==> config.mk <==
export PLATFORM = sky130hd
export DESIGN_NAME = wb_lms_master_flat
export DESIGN_NICKNAME = d
export VERILOG_FILES = /design/src/rtl/wb_lms_master_if.sv /design/src/rtl/wb_lms_master.sv /design/src/flat_wrapper.sv
export SDC_FILE = /design/constraint.sdc
export NUM_CORES = 1
export LEC_CHECK = 0
export CAP_MARGIN = 20
export CORE_MARGIN = 10
export CORE_UTILIZATION = 47
export CTS_CLUSTER_SIZE = 25
export DETAILED_ROUTE_END_ITERATION = 6
export MAX_ROUTING_LAYER = met4
export PLACE_DENSITY_LB_ADDON = 0.05
export SETUP_SLACK_MARGIN = 0.05
export SLEW_MARGIN = 20
export SYNTH_ARGS = -nofsm -noshare
export SYNTH_HDL_FRONTEND = slang
export SYNTH_SLANG_ARGS = --single-unit
==> constraint.sdc <==
create_clock -name Clk -period 2.6 [get_ports Clk]
set_clock_uncertainty 0.05 [all_clocks]
set_input_delay 0.52 -clock Clk [delete_from_list [all_inputs] [get_ports Clk]]
set_output_delay 0.52 -clock Clk [all_outputs]
set_load 0.1 [all_outputs]
==> src/rtl/wb_lms_master_if.sv <==
// wb_lms_master_if: Wishbone bus between wb_lms_master (master) and the wb_lms register slave (slave)
// Signals: wb_cyc_o/wb_stb_o/wb_we_o/wb_adr_o/wb_dat_o driven by master; wb_dat_i/wb_ack_i driven by slave.
interface wb_lms_master_if;
  logic        wb_cyc_o;
  logic        wb_stb_o;
  logic        wb_we_o;
  logic [31:0] wb_adr_o;
  logic [15:0] wb_dat_o;
  logic [15:0] wb_dat_i;
  logic        wb_ack_i;
  modport master (
    output wb_cyc_o, wb_stb_o, wb_we_o, wb_adr_o, wb_dat_o,
    input  wb_dat_i, wb_ack_i
  );
  modport slave (
    input  wb_cyc_o, wb_stb_o, wb_we_o, wb_adr_o, wb_dat_o,
    output wb_dat_i, wb_ack_i
  );
endinterface

==> src/rtl/wb_lms_master.sv <==
// wb_lms_master: Wishbone master pushing (x,d) samples through the wb_lms peripheral and streaming back y/err
// Ports: Clk, Rst (sync, active-high); s_valid/s_ready/s_x/s_d/mode_train sample input stream;
//        m_valid/m_ready/m_y/m_err result stream (plus m_w = {w3,w2,w1,w0} when WB_LMS_MASTER_WREAD_EN is defined);
//        busy (not idle); bus_err (sticky ack timeout); wb = master modport of wb_lms_master_if.
// Define WB_LMS_MASTER_WREAD_EN to also read weights w0..w3 (k=5..8) after err.
module wb_lms_master #(
  parameter logic [31:0] ADR_BASE = 32'h0000_0000,
  parameter int          SETTLE   = 2,
  parameter int          TIMEOUT  = 16
) (
  input  logic        Clk,
  input  logic        Rst,
  input  logic        s_valid,
  output logic        s_ready,
  input  logic [15:0] s_x,
  input  logic [15:0] s_d,
  input  logic        mode_train,
  output logic        m_valid,
  input  logic        m_ready,
  output logic [15:0] m_y,
  output logic [15:0] m_err,
`ifdef WB_LMS_MASTER_WREAD_EN
  output logic [63:0] m_w,
`endif
  output logic        busy,
  output logic        bus_err,
  wb_lms_master_if.master wb
);
  typedef enum logic [3:0] {
    IDLE, WR_MODE, WR_X, WR_D, SETL, RD_Y, RD_E, RD_W0, RD_W1, RD_W2, RD_W3, OUT
  } state_t;
  state_t      state_q, state_d, nxt;
  logic        stb_q, stb_d, we_q, we_d;
  logic [31:0] adr_q, adr_d;
  logic [15:0] dat_q, dat_d, x_q, x_d, d_q, d_d, y_q, y_d, e_q, e_d;
  logic        mode_q, mode_d, last_q, last_d, known_q, known_d;
  logic        s_ready_q, s_ready_d, m_valid_q, m_valid_d, busy_q, busy_d, bus_err_q, bus_err_d;
  logic [7:0]  cnt_q, cnt_d;
  logic [3:0]  k;
  logic        wr, xfer;
`ifdef WB_LMS_MASTER_WREAD_EN
  logic [63:0] w_q, w_d;
  assign m_w = w_q;
`endif
  always_comb begin
    wr   = state_q inside {WR_MODE, WR_X, WR_D};
    xfer = !(state_q inside {IDLE, SETL, OUT});
    k = state_q == WR_MODE ? 4'd2 :
        state_q == WR_X    ? 4'd0 :
        state_q == WR_D    ? 4'd1 :
        state_q == RD_Y    ? 4'd3 :
        state_q == RD_E    ? 4'd4 :
        state_q == RD_W0   ? 4'd5 :
        state_q == RD_W1   ? 4'd6 :
        state_q == RD_W2   ? 4'd7 : 4'd8;
    nxt = state_q == WR_MODE ? WR_X :
          state_q == WR_X    ? WR_D :
          state_q == WR_D    ? (SETTLE == 0 ? RD_Y : SETL) :
          state_q == RD_Y    ? RD_E :
`ifdef WB_LMS_MASTER_WREAD_EN
          state_q == RD_E    ? RD_W0 :
          state_q == RD_W0   ? RD_W1 :
          state_q == RD_W1   ? RD_W2 :
          state_q == RD_W2   ? RD_W3 :
`endif
          OUT;
    state_d   = state_q;
    stb_d     = stb_q;
    we_d      = we_q;
    adr_d     = adr_q;
    dat_d     = dat_q;
    x_d       = x_q;
    d_d       = d_q;
    y_d       = y_q;
    e_d       = e_q;
    mode_d    = mode_q;
    last_d    = last_q;
    known_d   = known_q;
    bus_err_d = bus_err_q;
    cnt_d     = cnt_q;
`ifdef WB_LMS_MASTER_WREAD_EN
    w_d       = w_q;
`endif
    if (state_q == IDLE) begin
      if (s_valid && s_ready_q) begin
        x_d     = s_x;
        d_d     = s_d;
        mode_d  = mode_train;
        state_d = (!known_q || mode_train != last_q) ? WR_MODE : WR_X;
      end
    end else if (state_q == SETL) begin
      cnt_d = cnt_q + 8'd1;
      if (cnt_q == 8'(SETTLE - 1)) begin
        cnt_d   = 8'd0;
        state_d = RD_Y;
      end
    end else if (state_q == OUT) begin
      if (m_ready) state_d = IDLE;
    end else if (xfer && !stb_q) begin
      // one idle bus cycle before every strobe: the slave acks for exactly one cycle
      stb_d = 1'b1;
      cnt_d = 8'd0;
      we_d  = wr;
      adr_d = ADR_BASE + {26'b0, k, 2'b00};
      dat_d = state_q == WR_MODE ? {15'b0, mode_q} :
              state_q == WR_X    ? x_q :
              state_q == WR_D    ? d_q : 16'h0000;
    end else if (wb.wb_ack_i) begin
      stb_d   = 1'b0;
      cnt_d   = 8'd0;
      state_d = nxt;
      if (state_q == WR_MODE) begin
        known_d = 1'b1;
        last_d  = mode_q;
      end
      if (state_q == RD_Y) y_d = wb.wb_dat_i;
      if (state_q == RD_E) e_d = wb.wb_dat_i;
`ifdef WB_LMS_MASTER_WREAD_EN
      if (state_q == RD_W0) w_d[15:0]  = wb.wb_dat_i;
      if (state_q == RD_W1) w_d[31:16] = wb.wb_dat_i;
      if (state_q == RD_W2) w_d[47:32] = wb.wb_dat_i;
      if (state_q == RD_W3) w_d[63:48] = wb.wb_dat_i;
`endif
    end else if (cnt_q == 8'(TIMEOUT - 1)) begin
      // abort: the peripheral's mode is now unknown, so force a rewrite next time
      stb_d     = 1'b0;
      bus_err_d = 1'b1;
      known_d   = 1'b0;
      state_d   = IDLE;
    end else begin
      cnt_d = cnt_q + 8'd1;
    end
    s_ready_d = state_d == IDLE;
    m_valid_d = state_d == OUT;
    busy_d    = state_d != IDLE;
  end
  always_ff @(posedge Clk) begin
    if (Rst) begin
      state_q   <= IDLE;
      stb_q     <= 1'b0;
      we_q      <= 1'b0;
      adr_q     <= 32'h0;
      dat_q     <= 16'h0;
      x_q       <= 16'h0;
      d_q       <= 16'h0;
      y_q       <= 16'h0;
      e_q       <= 16'h0;
      mode_q    <= 1'b0;
      last_q    <= 1'b0;
      known_q   <= 1'b0;
      s_ready_q <= 1'b1;
      m_valid_q <= 1'b0;
      busy_q    <= 1'b0;
      bus_err_q <= 1'b0;
      cnt_q     <= 8'd0;
`ifdef WB_LMS_MASTER_WREAD_EN
      w_q       <= 64'h0;
`endif
    end else begin
      state_q   <= state_d;
      stb_q     <= stb_d;
      we_q      <= we_d;
      adr_q     <= adr_d;
      dat_q     <= dat_d;
      x_q       <= x_d;
      d_q       <= d_d;
      y_q       <= y_d;
      e_q       <= e_d;
      mode_q    <= mode_d;
      last_q    <= last_d;
      known_q   <= known_d;
      s_ready_q <= s_ready_d;
      m_valid_q <= m_valid_d;
      busy_q    <= busy_d;
      bus_err_q <= bus_err_d;
      cnt_q     <= cnt_d;
`ifdef WB_LMS_MASTER_WREAD_EN
      w_q       <= w_d;
`endif
    end
  end
  assign s_ready     = s_ready_q;
  assign m_valid     = m_valid_q;
  assign m_y         = y_q;
  assign m_err       = e_q;
  assign busy        = busy_q;
  assign bus_err     = bus_err_q;
  assign wb.wb_cyc_o = stb_q;
  assign wb.wb_stb_o = stb_q;
  assign wb.wb_we_o  = we_q;
  assign wb.wb_adr_o = adr_q;
  assign wb.wb_dat_o = dat_q;
endmodule

==> src/flat_wrapper.sv <==
// flat-port wrapper written by rule: the top's interface ports become plain ports
module wb_lms_master_flat 
#(
  parameter logic [31:0] ADR_BASE = 32'h0000_0000,
  parameter int          SETTLE   = 2,
  parameter int          TIMEOUT  = 16
)
  (Clk, Rst, s_valid, s_ready, s_x, s_d, mode_train, m_valid, m_ready, m_y, m_err, busy, bus_err, wb_wb_cyc_o, wb_wb_stb_o, wb_wb_we_o, wb_wb_adr_o, wb_wb_dat_o, wb_wb_dat_i, wb_wb_ack_i);
  wb_lms_master_if wb_i ();
  input  logic Clk;
  input  logic Rst;
  input  logic s_valid;
  output logic s_ready;
  input  logic [15:0] s_x;
  input  logic [15:0] s_d;
  input  logic mode_train;
  output logic m_valid;
  input  logic m_ready;
  output logic [15:0] m_y;
  output logic [15:0] m_err;
  output logic busy;
  output logic bus_err;
  output wire logic [$bits(wb_i.wb_cyc_o)-1:0] wb_wb_cyc_o;
  output wire logic [$bits(wb_i.wb_stb_o)-1:0] wb_wb_stb_o;
  output wire logic [$bits(wb_i.wb_we_o)-1:0] wb_wb_we_o;
  output wire logic [$bits(wb_i.wb_adr_o)-1:0] wb_wb_adr_o;
  output wire logic [$bits(wb_i.wb_dat_o)-1:0] wb_wb_dat_o;
  input wire logic [$bits(wb_i.wb_dat_i)-1:0] wb_wb_dat_i;
  input wire logic [$bits(wb_i.wb_ack_i)-1:0] wb_wb_ack_i;
  assign wb_wb_cyc_o = wb_i.wb_cyc_o;
  assign wb_wb_stb_o = wb_i.wb_stb_o;
  assign wb_wb_we_o = wb_i.wb_we_o;
  assign wb_wb_adr_o = wb_i.wb_adr_o;
  assign wb_wb_dat_o = wb_i.wb_dat_o;
  assign wb_i.wb_dat_i = wb_wb_dat_i;
  assign wb_i.wb_ack_i = wb_wb_ack_i;
  wb_lms_master #(.ADR_BASE(ADR_BASE), .SETTLE(SETTLE), .TIMEOUT(TIMEOUT)) u_core (.Clk(Clk), .Rst(Rst), .s_valid(s_valid), .s_ready(s_ready), .s_x(s_x), .s_d(s_d), .mode_train(mode_train), .m_valid(m_valid), .m_ready(m_ready), .m_y(m_y), .m_err(m_err), .busy(busy), .bus_err(bus_err), .wb(wb_i));
endmodule
==> results.ini, run 1 <==
[pwr]
powerDensity_nw_per_um2 = 968
sequentialPowerShare = 0.364
netSwitchingFraction = 0.476
pwr-share-clk = 0.174
combPwrFrac = 0.462
power.total_w = 0.00555
p_int_w = 0.00291
p_sw_w = 0.00264
ir_drop_v = 0.000608
leakagePower_nw = 2.18

[clock_tree]
cts_root_buf = clkbuf_8
numClockSinks = 105
clk_pin_slew_ns = 0.11
htree_levels = 3
cts_tree = done
cts_resized = 0
post_cts_buffers = 0
numCtsBuffers = 9
clockBufferDepth = 2
ctsHoldBuffers = 0
clk_latency_ns = 0.36

[detailed_routing]
dr.pass1.iters = 5
first_iter_violations = 302
routed_wl_um = 12700
route.detailed.drc = 0
vias_per_cell = 5.23
vias = 4210
antenna_left = 0
wl_per_cell_um = 15.8

[setup_path]
cp_cell_sequence = or4_1, nor4b_4, a21o_1, o21ai_1, a211oi_1
worst_setup_path_start_kind = flip-flop
cp_slowest_cell = or4_1
critPathLaunch = u_core.cnt_q[5]$_SDFFE_PP0P_
slowest_delay_ns = 0.66
regToRegStartpoint = u_core.cnt_q[5]$_SDFFE_PP0P_
cp-end-kind = flip-flop
arrival_ns = 2.53
path_class = flip-flop to flip-flop
critPathRequiredTime_ns = 2.82
crit_fanout = 8

[floorplanning]
start_util = 0.487
io_pins = 141
coreArea_um2 = 9330
die_width_um = 118
core.rowCount = 35
fp.dieH_um = 118
die_area_um2 = 14000

[placement]
port_buffers = 112
dp.cells = 789
gp_congestion = 0.879
dp_hpwl_um = 9140

[global_routing]
antenna_found_initial = 0
grt_pass1_vias = 4058
gr-usage-all-layers = 0.179
grt_start_max_net_pins = 94
grt_pass1_wl_um = 20800
grt_overflow = 0

[sta]
worstMarginPinSlew_ns = 0.667
layout_min_cycle_time_ns = 2.31
hold_slack_ns = 0.409
fmax_mhz = 433
setup_viol = 0
period_share = 0.888
final_hold_viol_count = 0
rsz0062_at_grt = no
max_slew_margin = 0.554
finalSetupTns_ns = 0
maxSlewViolCount = 0

[finish]
fin_cells = 805
drive_gt1_frac = 0.152
area_growth_pct = 26.3
nets = 727
final_util = 0.615
nFillCells = 908
insertedDiodeCount = 0

[worst_hold_path]
hold_class = flip-flop to flip-flop
worstHoldStart = u_core.m_err[12]$_SDFFE_PP0P_

[synthesis]
ys.flop_type = dfxtp_1
syn-cell-area_um2 = 4540
synth_seq_area_share = 0.463
syn_avg_cell_area_um2 = 7.91
async_reset_ff_frac = 0
ys_warn_count = 0
ys_ff_latch = 105
synth_edf_count = 0
postSynthCellCount = 574
synthDistinctLibCells = 52

[outcome]
status = complete, no violations

[run]
max_cap_viol_count = 0

## worst max-delay path: cells and delay by family, from the launching register on
family,cells,cell delay [ns]
flops,1,0.36
simple gates,2,1.00
compound gates,3,0.81
## path summary, 6_finish.rpt
path                                         to  cells after the start  slack (ns)
hold / removal    u_core.m_err[12]$_SDFFE_PP0P_                      2        0.41
setup / recovery   u_core.cnt_q[1]$_SDFFE_PP0P_                      5        0.29
hold reg to reg   u_core.m_err[12]$_SDFFE_PP0P_                      2        0.41
setup reg to reg   u_core.cnt_q[1]$_SDFFE_PP0P_                      5        0.29
## cells in the final DEF, fill, tap and decap left out, types with 3 or more instances in the layout
cell / synthesis / layout
nand2_1: 143 / 143
dfxtp_1: 105 / 105
a21oi_1: 81 / 81
buf_4: 29 / 75
clkdlybuf4s50_1: 0 / 52
nor2_1: 33 / 32
conb_1: 1 / 28
nor3_1: 22 / 19
a221oi_1: 15 / 15
o21ai_0: 13 / 13
clkbuf_8: 0 / 9
nand3_1: 8 / 8
nor2b_1: 7 / 7
a211oi_1: 7 / 7
inv_1: 6 / 6
nand2b_1: 4 / 4
and2_1: 4 / 4
or4_1: 4 / 4
o31ai_1: 4 / 4
or3_1: 4 / 4
a31oi_1: 3 / 3
xnor2_1: 3 / 3
## flip-flops by register name, indices dropped and copies added, names as in the netlist, 4 cells and up
register	count
u_core.wb.wb_adr_o	4
u_core.m_err	16
u_core.x_q	16
u_core.cnt_q	8
u_core.state_q	4
u_core.d_q	16
u_core.wb.wb_dat_o	16
u_core.m_y	16
## routing by layer
metal	vias to the layer above	global-route usage	share of wire
met1	1943	0.243	0.48
met5	-	-	0
met4	0	0.0433	0.0091
met2	150	0.266	0.45
li1	2108	-	-
met3	9	0.0376	0.065
## power by group through the flow
stage	Combinational, W	Sequential [W]	Clock [W]
floorplan	0.00122	0.00283	0
global placement	0.00255	0.00205	0
detailed placement	0.00257	0.00206	0
CTS	0.00257	0.00202	0.000996
global route	0.00276	0.00206	0.00106
finish	0.00257	0.00202	0.000965
## cells in the mapped netlist (3+ instances only)
library cell	n	share of area
nand2_1	143	0.12
dfxtp_1	105	0.46
a21oi_1	81	0.089
clkbuf_1	36	0.030
nor2_1	33	0.027
buf_4	29	0.048
nor3_1	22	0.024
a221oi_1	15	0.029
o21ai_0	13	0.014
nand3_1	8	0.0088
a211oi_1	7	0.012
nor2b_1	7	0.0096
inv_1	6	0.0050
and2_1	4	0.0055
nand2b_1	4	0.0055
o31ai_1	4	0.0066
or3_1	4	0.0055
or4_1	4	0.0066
a31oi_1	3	0.0041
xnor2_1	3	0.0058
## kinds of logic after synthesis
logic type      count (synthesis)  synth area share
xor+xnor                        3           0.00578
other cells                     1          0.000825
flops                         105             0.463
buf+inv                        76            0.0906
mux                             3           0.00689
compound gates                140             0.186
simple gates                  244             0.241
fa+ha+maj                       2           0.00551
## final cells by class
class | count | area (µm²) | share of cell area
multi-input cells | 420 | 2150 | 0.375
flip-flops and latches | 105 | 2100 | 0.366
repair buffers | 129 | 1110 | 0.193
well taps | 129 | 161 | 0.0281
clock buffers | 10 | 128 | 0.0222
clock inverters | 6 | 61.3 | 0.0107
inverters | 6 | 22.5 | 0.00392
## stage by stage
stage | area [µm²] | setup slack [ns]
after global routing | 5740 | 0.108
after detailed placement | 5550 | 0.00900
after global placement | 5540 | 0.106
after CTS | 5740 | 0.300
after floorplan | 4640 | 0.155
final | 5740 | 0.292
No activity file was read; power rests on OpenSTA's default activity.
==> inputs of run 2 (changes only) <==
--- a/config.mk
+++ b/config.mk
@@ -6,7 +6,6 @@
 export NUM_CORES = 1
 export LEC_CHECK = 0
 export CAP_MARGIN = 20
-export CORE_MARGIN = 10
 export CORE_UTILIZATION = 47
 export CTS_CLUSTER_SIZE = 25
 export DETAILED_ROUTE_END_ITERATION = 6
==> run 2 against run 1 <==
  * Routed wire length is 11% lower
  * Cell count is 0.12% lower
  * Via count shrank 0.78%
  * Register-to-register slack got worse by 0.02 ns
  * Global-route usage is 5.5 points higher
  * Worst setup slack worse by 0.018 ns
  * Sequential power about the same
  * Fmax shrank 0.78%
  * Flip-flop and latch count unchanged
  * Cell area fell by 0.52%
  * Clock-buffer cell count did not move
==> results.ini, run 2 (synthesis gave the netlist of run 1 again) <==
[setup_path]
crit_fanout = 5  ; -3
r2r_cells = 5  ; unchanged
critPathLaunch = u_core.cnt_q[5]$_SDFFE_PP0P_
worst_setup_path_start_kind = flip-flop
path_class = flip-flop to flip-flop
regToRegStartpoint = u_core.cnt_q[5]$_SDFFE_PP0P_
reg2reg_slack_ns = 0.27  ; -0.02 ns
cp-end-kind = flip-flop
critPathRequiredTime_ns = 2.78  ; -0.04 ns
arrival_ns = 2.51  ; -0.02 ns

[sta]
setup_slack_ns = 0.274  ; -0.0182 ns
max_slew_margin = 0.367  ; -0.187
rsz0062_at_grt = no
final_hold_viol_count = 0  ; unchanged
layout_min_cycle_time_ns = 2.33  ; +0.0182 ns
worstMarginPinSlew_ns = 0.950  ; +0.283 ns
maxSlewViolCount = 0  ; unchanged
hold_slack_ns = 0.406  ; -0.00293 ns
fmax_mhz = 430  ; -0.78%
setup_viol = 0  ; unchanged
period_share = 0.895  ; +0.00702

[detailed_routing]
antenna_left = 0  ; unchanged
vias = 4177  ; -0.78%
dr.pass1.iters = 4  ; -1
routed_wl_um = 11300  ; -11%
vias_per_cell = 5.20  ; -0.66%
route.detailed.drc = 0  ; unchanged
wl_per_cell_um = 14.1  ; -11%
first_iter_violations = 269  ; -11%

[placement]
dp_hpwl_um = 7680  ; -16%
dpl-instance-area_um2 = 5520  ; -0.47%
port_buffers = 112  ; unchanged
dp_slack_ns = -0.0319  ; -0.0409 ns
gp_congestion = 0.942  ; +7.2%

[finish]
layout_commonest_cell = nand2_1
final_cell_mix = nand2_1, dfxtp_1, a21oi_1, buf_4, clkdlybuf4s50_1
fin_area_um2 = 5710  ; -0.52%
drive_gt1_frac = 0.153  ; +0.000226
nets = 726  ; -0.14%
insertedDiodeCount = 0  ; unchanged
area_growth_pct = 25.6

[global_routing]
antenna_found_initial = 0  ; unchanged
grt_overflow = 0  ; unchanged
gr-usage-all-layers = 0.235  ; +0.0554
grt_pass1_wl_um = 18300  ; -12%
grt_pass1_vias = 3734  ; -8.0%
grt_start_max_net_pins = 94  ; unchanged

[floorplanning]
core.rowCount = 35  ; unchanged
fp.dieH_um = 100  ; -15%
die_area_um2 = 10100  ; -28%
coreArea_um2 = 9280  ; -0.47%
die_width_um = 100  ; -15%
io_pins = 141  ; unchanged
start_util = 0.489  ; +0.00230

[pwr]
powerDensity_nw_per_um2 = 966  ; -0.16%
ir_drop_v = 0.000654  ; +7.6%
leakagePower_nw = 2.19  ; +0.12%

[clock_tree]
post_cts_buffers = 0  ; unchanged
clockBufferDepth = 2  ; unchanged
cts_tree = done
numClockSinks = 105  ; unchanged
clk_pin_slew_ns = 0.11  ; about the same
cts_root_buf = clkbuf_8
numCtsBuffers = 9  ; unchanged
clk_latency_ns = 0.37  ; about the same
htree_levels = 3  ; unchanged
ctsHoldBuffers = 0  ; unchanged
cts_resized = 0  ; unchanged

[worst_hold_path]
worstHoldStart = u_core.d_q[0]$_SDFFE_PP0P_
hold_class = flip-flop to flip-flop
hold_depth = 2  ; unchanged

[outcome]
status = complete, no violations

[run]
max_cap_viol_count = 0  ; unchanged

run 2: changes by cell type in the layout (fill, tap and decap cells not counted):
| cell | delta |
|---|---|
| clkbuf_8 | +1 |
| clkbuf_1 | -1 |
| clkinv_8 | -1 |
| nor3_4 | -1 |
| clkinv_2 | +2 |
| clkinvlp_4 | -1 |
| nor3_2 | +1 |
| buf_12 | -1 |
run 2: power breakdown:
part           internal [W]  total (W)  switching [W]
combinational      0.000658    0.00252        0.00186
clock              0.000387   0.000964       0.000577
sequential          0.00186    0.00204       0.000178
total               0.00290    0.00552        0.00261
run 2: layout make-up:
class / instances / area, µm²
fillers: 874 / 3580
multi-input cells: 420 / 2150
flip-flops and latches: 105 / 2100
repair buffers: 128 / 1090
well taps: 129 / 161
clock buffers: 10 / 138
clock inverters: 6 / 47.5
inverters: 6 / 22.5
run 2: final timing paths:
path                                     end
setup / recovery      u_core.busy$_SDFF_PP0_
setup reg to reg      u_core.busy$_SDFF_PP0_
hold reg to reg   u_core.d_q[0]$_SDFFE_PP0P_
hold / removal    u_core.d_q[0]$_SDFFE_PP0P_
run 2: critical path, stage by stage (launching register included):
cell	delay (ns)
dfxtp_1	0.35
or4_1	0.65
o21ai_0	0.38
o211a_1	0.26
nor4b_1	0.39
o21bai_1	0.12
run 2: metrics by stage:
step	power, W	TNS, ns	utilization	instances
floorplan	0.00405	0	-	601
global placement	0.00456	0	0.595	788
detailed placement	0.00459	-0.0319	0.595	788
global route	0.00583	0	0.615	804
finish	0.00552	0	0.615	804
CTS	0.00554	0	0.615	804
run 2: per-layer routing:
layer	track usage	vias up	routed length, µm
met5	-	-	0
met4	0.0713	0	179
met3	0.0383	16	731
met2	0.361	156	5140
met1	0.317	1903	5250
li1	-	2102	-
==> inputs of run 3 (changes only) <==
--- a/config.mk
+++ b/config.mk
@@ -6,6 +6,7 @@
 export NUM_CORES = 1
 export LEC_CHECK = 0
 export CAP_MARGIN = 20
+export CORE_MARGIN = 2
 export CORE_UTILIZATION = 47
 export CTS_CLUSTER_SIZE = 25
 export DETAILED_ROUTE_END_ITERATION = 6
==> run 3 against run 2 <==
  * Die area up 4.0%
  * First-iteration DRC count rose by 0.37%
  * Combinational power hardly changed
  * Fmax is 0.21% higher
  * Global-route usage decreased by 1.3 points
  * Cell count up 0.12%
  * Clock power shrank 0.4%
  * Total power is essentially flat
  * Highest routed layer unchanged
==> results.ini, run 3 (synthesis gave the netlist of run 1 again) <==
[pwr]
p_int_w = 0.00289  ; -0.25%
leakagePower_nw = 2.18  ; -0.53%
p_sw_w = 0.00262  ; +0.12%
pwr-share-clk = 0.174  ; about the same
power.total_w = 0.00551  ; about the same
powerDensity_nw_per_um2 = 963  ; -0.36%
sequentialPowerShare = 0.368  ; about the same
netSwitchingFraction = 0.475  ; +0.000917
ir_drop_v = 0.000641  ; -2.0%
combPwrFrac = 0.458  ; +0.002

[detailed_routing]
vias = 4219  ; +1.0%
vias_per_cell = 5.24  ; +0.88%
routed_wl_um = 11400  ; +0.53%
route.detailed.drc = 0  ; unchanged
dr.pass1.iters = 4  ; unchanged
wl_per_cell_um = 14.1  ; +0.41%
first_iter_violations = 270  ; +0.37%
antenna_left = 0  ; unchanged

[setup_path]
crit_fanout = 11  ; +6
worst_setup_path_start_kind = flip-flop
r2r_cells = 5  ; unchanged
path_class = flip-flop to flip-flop
cp-end-kind = flip-flop
critPathRequiredTime_ns = 2.78  ; about the same
arrival_ns = 2.50  ; about the same

[placement]
dp_hpwl_um = 7800  ; +1.6%
port_buffers = 112  ; unchanged
dp.cells = 789  ; +0.13%
gp_congestion = 0.863  ; -8.4%
dpl-instance-area_um2 = 5540  ; +0.25%

[finish]
drive_gt1_frac = 0.152  ; -0.000226
fin_area_um2 = 5720  ; +0.29%
nFillCells = 899  ; +2.9%
layout_commonest_cell = nand2_1
nets = 727  ; +0.14%
insertedDiodeCount = 0  ; unchanged
final_util = 0.614  ; -0.00114
final_cell_mix = nand2_1, dfxtp_1, a21oi_1, buf_4, clkdlybuf4s50_1
fin_cells = 805  ; +0.12%
area_growth_pct = 26.0

[global_routing]
grt_start_max_net_pins = 94  ; unchanged
grt_pass1_vias = 3730  ; -0.11%
grt_overflow = 0  ; unchanged
antenna_found_initial = 0  ; unchanged
gr-usage-all-layers = 0.222  ; -0.0130
grt_pass1_wl_um = 17900  ; -1.9%

[sta]
rsz0062_at_grt = no
maxSlewViolCount = 0  ; unchanged
setup_viol = 0  ; unchanged
final_hold_viol_count = 0  ; unchanged
fmax_mhz = 431  ; +0.21%
hold_slack_ns = 0.406  ; +0.000538 ns
layout_min_cycle_time_ns = 2.32  ; -0.00498 ns
worstMarginPinSlew_ns = 0.916  ; -0.0336 ns
max_slew_margin = 0.389  ; +0.0224
period_share = 0.893  ; -0.00191

[floorplanning]
die_area_um2 = 10500  ; +4.0%
fp.dieH_um = 102  ; +2.0%
coreArea_um2 = 9330  ; +0.47%
die_width_um = 102  ; +2.0%
io_pins = 141  ; unchanged
start_util = 0.487  ; -0.00230
core.rowCount = 35  ; unchanged

[clock_tree]
cts_tree = done
clk_latency_ns = 0.36  ; about the same
numClockSinks = 105  ; unchanged
cts_root_buf = clkbuf_8
ctsHoldBuffers = 0  ; unchanged
clk_pin_slew_ns = 0.11  ; about the same
htree_levels = 3  ; unchanged
cts_resized = 0  ; unchanged
clockBufferDepth = 2  ; unchanged
post_cts_buffers = 0  ; unchanged
numCtsBuffers = 9  ; unchanged

[worst_hold_path]
hold_class = flip-flop to flip-flop
hold_depth = 2  ; unchanged

[outcome]
status = complete, no violations

[run]
max_cap_viol_count = 0  ; unchanged

-- run 3: changes by cell type in the layout (fill, tap and decap cells not counted), sizes merged --
cell | before | now
clkinvlp | 0 | 2
buf | 76 | 77
clkinv | 3 | 1
-- run 3: stage by stage --
stage	setup WS, ns	setup TNS, ns
finish	0.279	0
global route	0.153	0
CTS	0.274	0
detailed placement	-0.0179	-0.0179
global placement	0.0938	0
floorplan	0.155	0
-- run 3: routing by layer --
layer | vias to the layer above | global-route usage | share of wire
met4 | 0 | 0.0595 | 0.0093
met1 | 1949 | 0.305 | 0.47
met2 | 152 | 0.347 | 0.47
met5 | - | - | 0
met3 | 11 | 0.0260 | 0.058
li1 | 2107 | - | -
-- run 3: area by class of cell --
class,count,area (µm²),share of cell area
multi-input cells,420,2150,0.376
well taps,129,161,0.0282
clock inverters,6,60.1,0.0105
flip-flops and latches,105,2100,0.367
repair buffers,129,1100,0.191
inverters,6,22.5,0.00393
clock buffers,10,128,0.0223
-- run 3: final timing paths --
kind | start | to | slack (ns)
worst min-delay path | u_core.bus_err$_SDFFE_PP0P_ | u_core.bus_err$_SDFFE_PP0P_ | 0.41
worst min register to register | u_core.bus_err$_SDFFE_PP0P_ | u_core.bus_err$_SDFFE_PP0P_ | 0.41
worst max register to register | u_core.state_q[1]$_SDFF_PP0_ | u_core.cnt_q[5]$_SDFFE_PP0P_ | 0.28
worst max-delay path | u_core.state_q[1]$_SDFF_PP0_ | u_core.cnt_q[5]$_SDFFE_PP0P_ | 0.28
-- run 3: critical path, cell delays in order (launching register included) --
cell and delay, ns:
dfxtp_1 0.45, or4b_4 0.61, nor4b_4 0.16, a21o_1 0.29, o21ai_1 0.52, nor2_1 0.10
-- run 3: power groups by stage --
stage	Sequential [W]	Combinational, W	Clock [W]
floorplan	0.00283	0.00122	0
global placement	0.00205	0.00251	0
detailed placement	0.00206	0.00253	0
CTS	0.00203	0.00253	0.000993
global route	0.00206	0.00271	0.00105
finish	0.00203	0.00253	0.000960
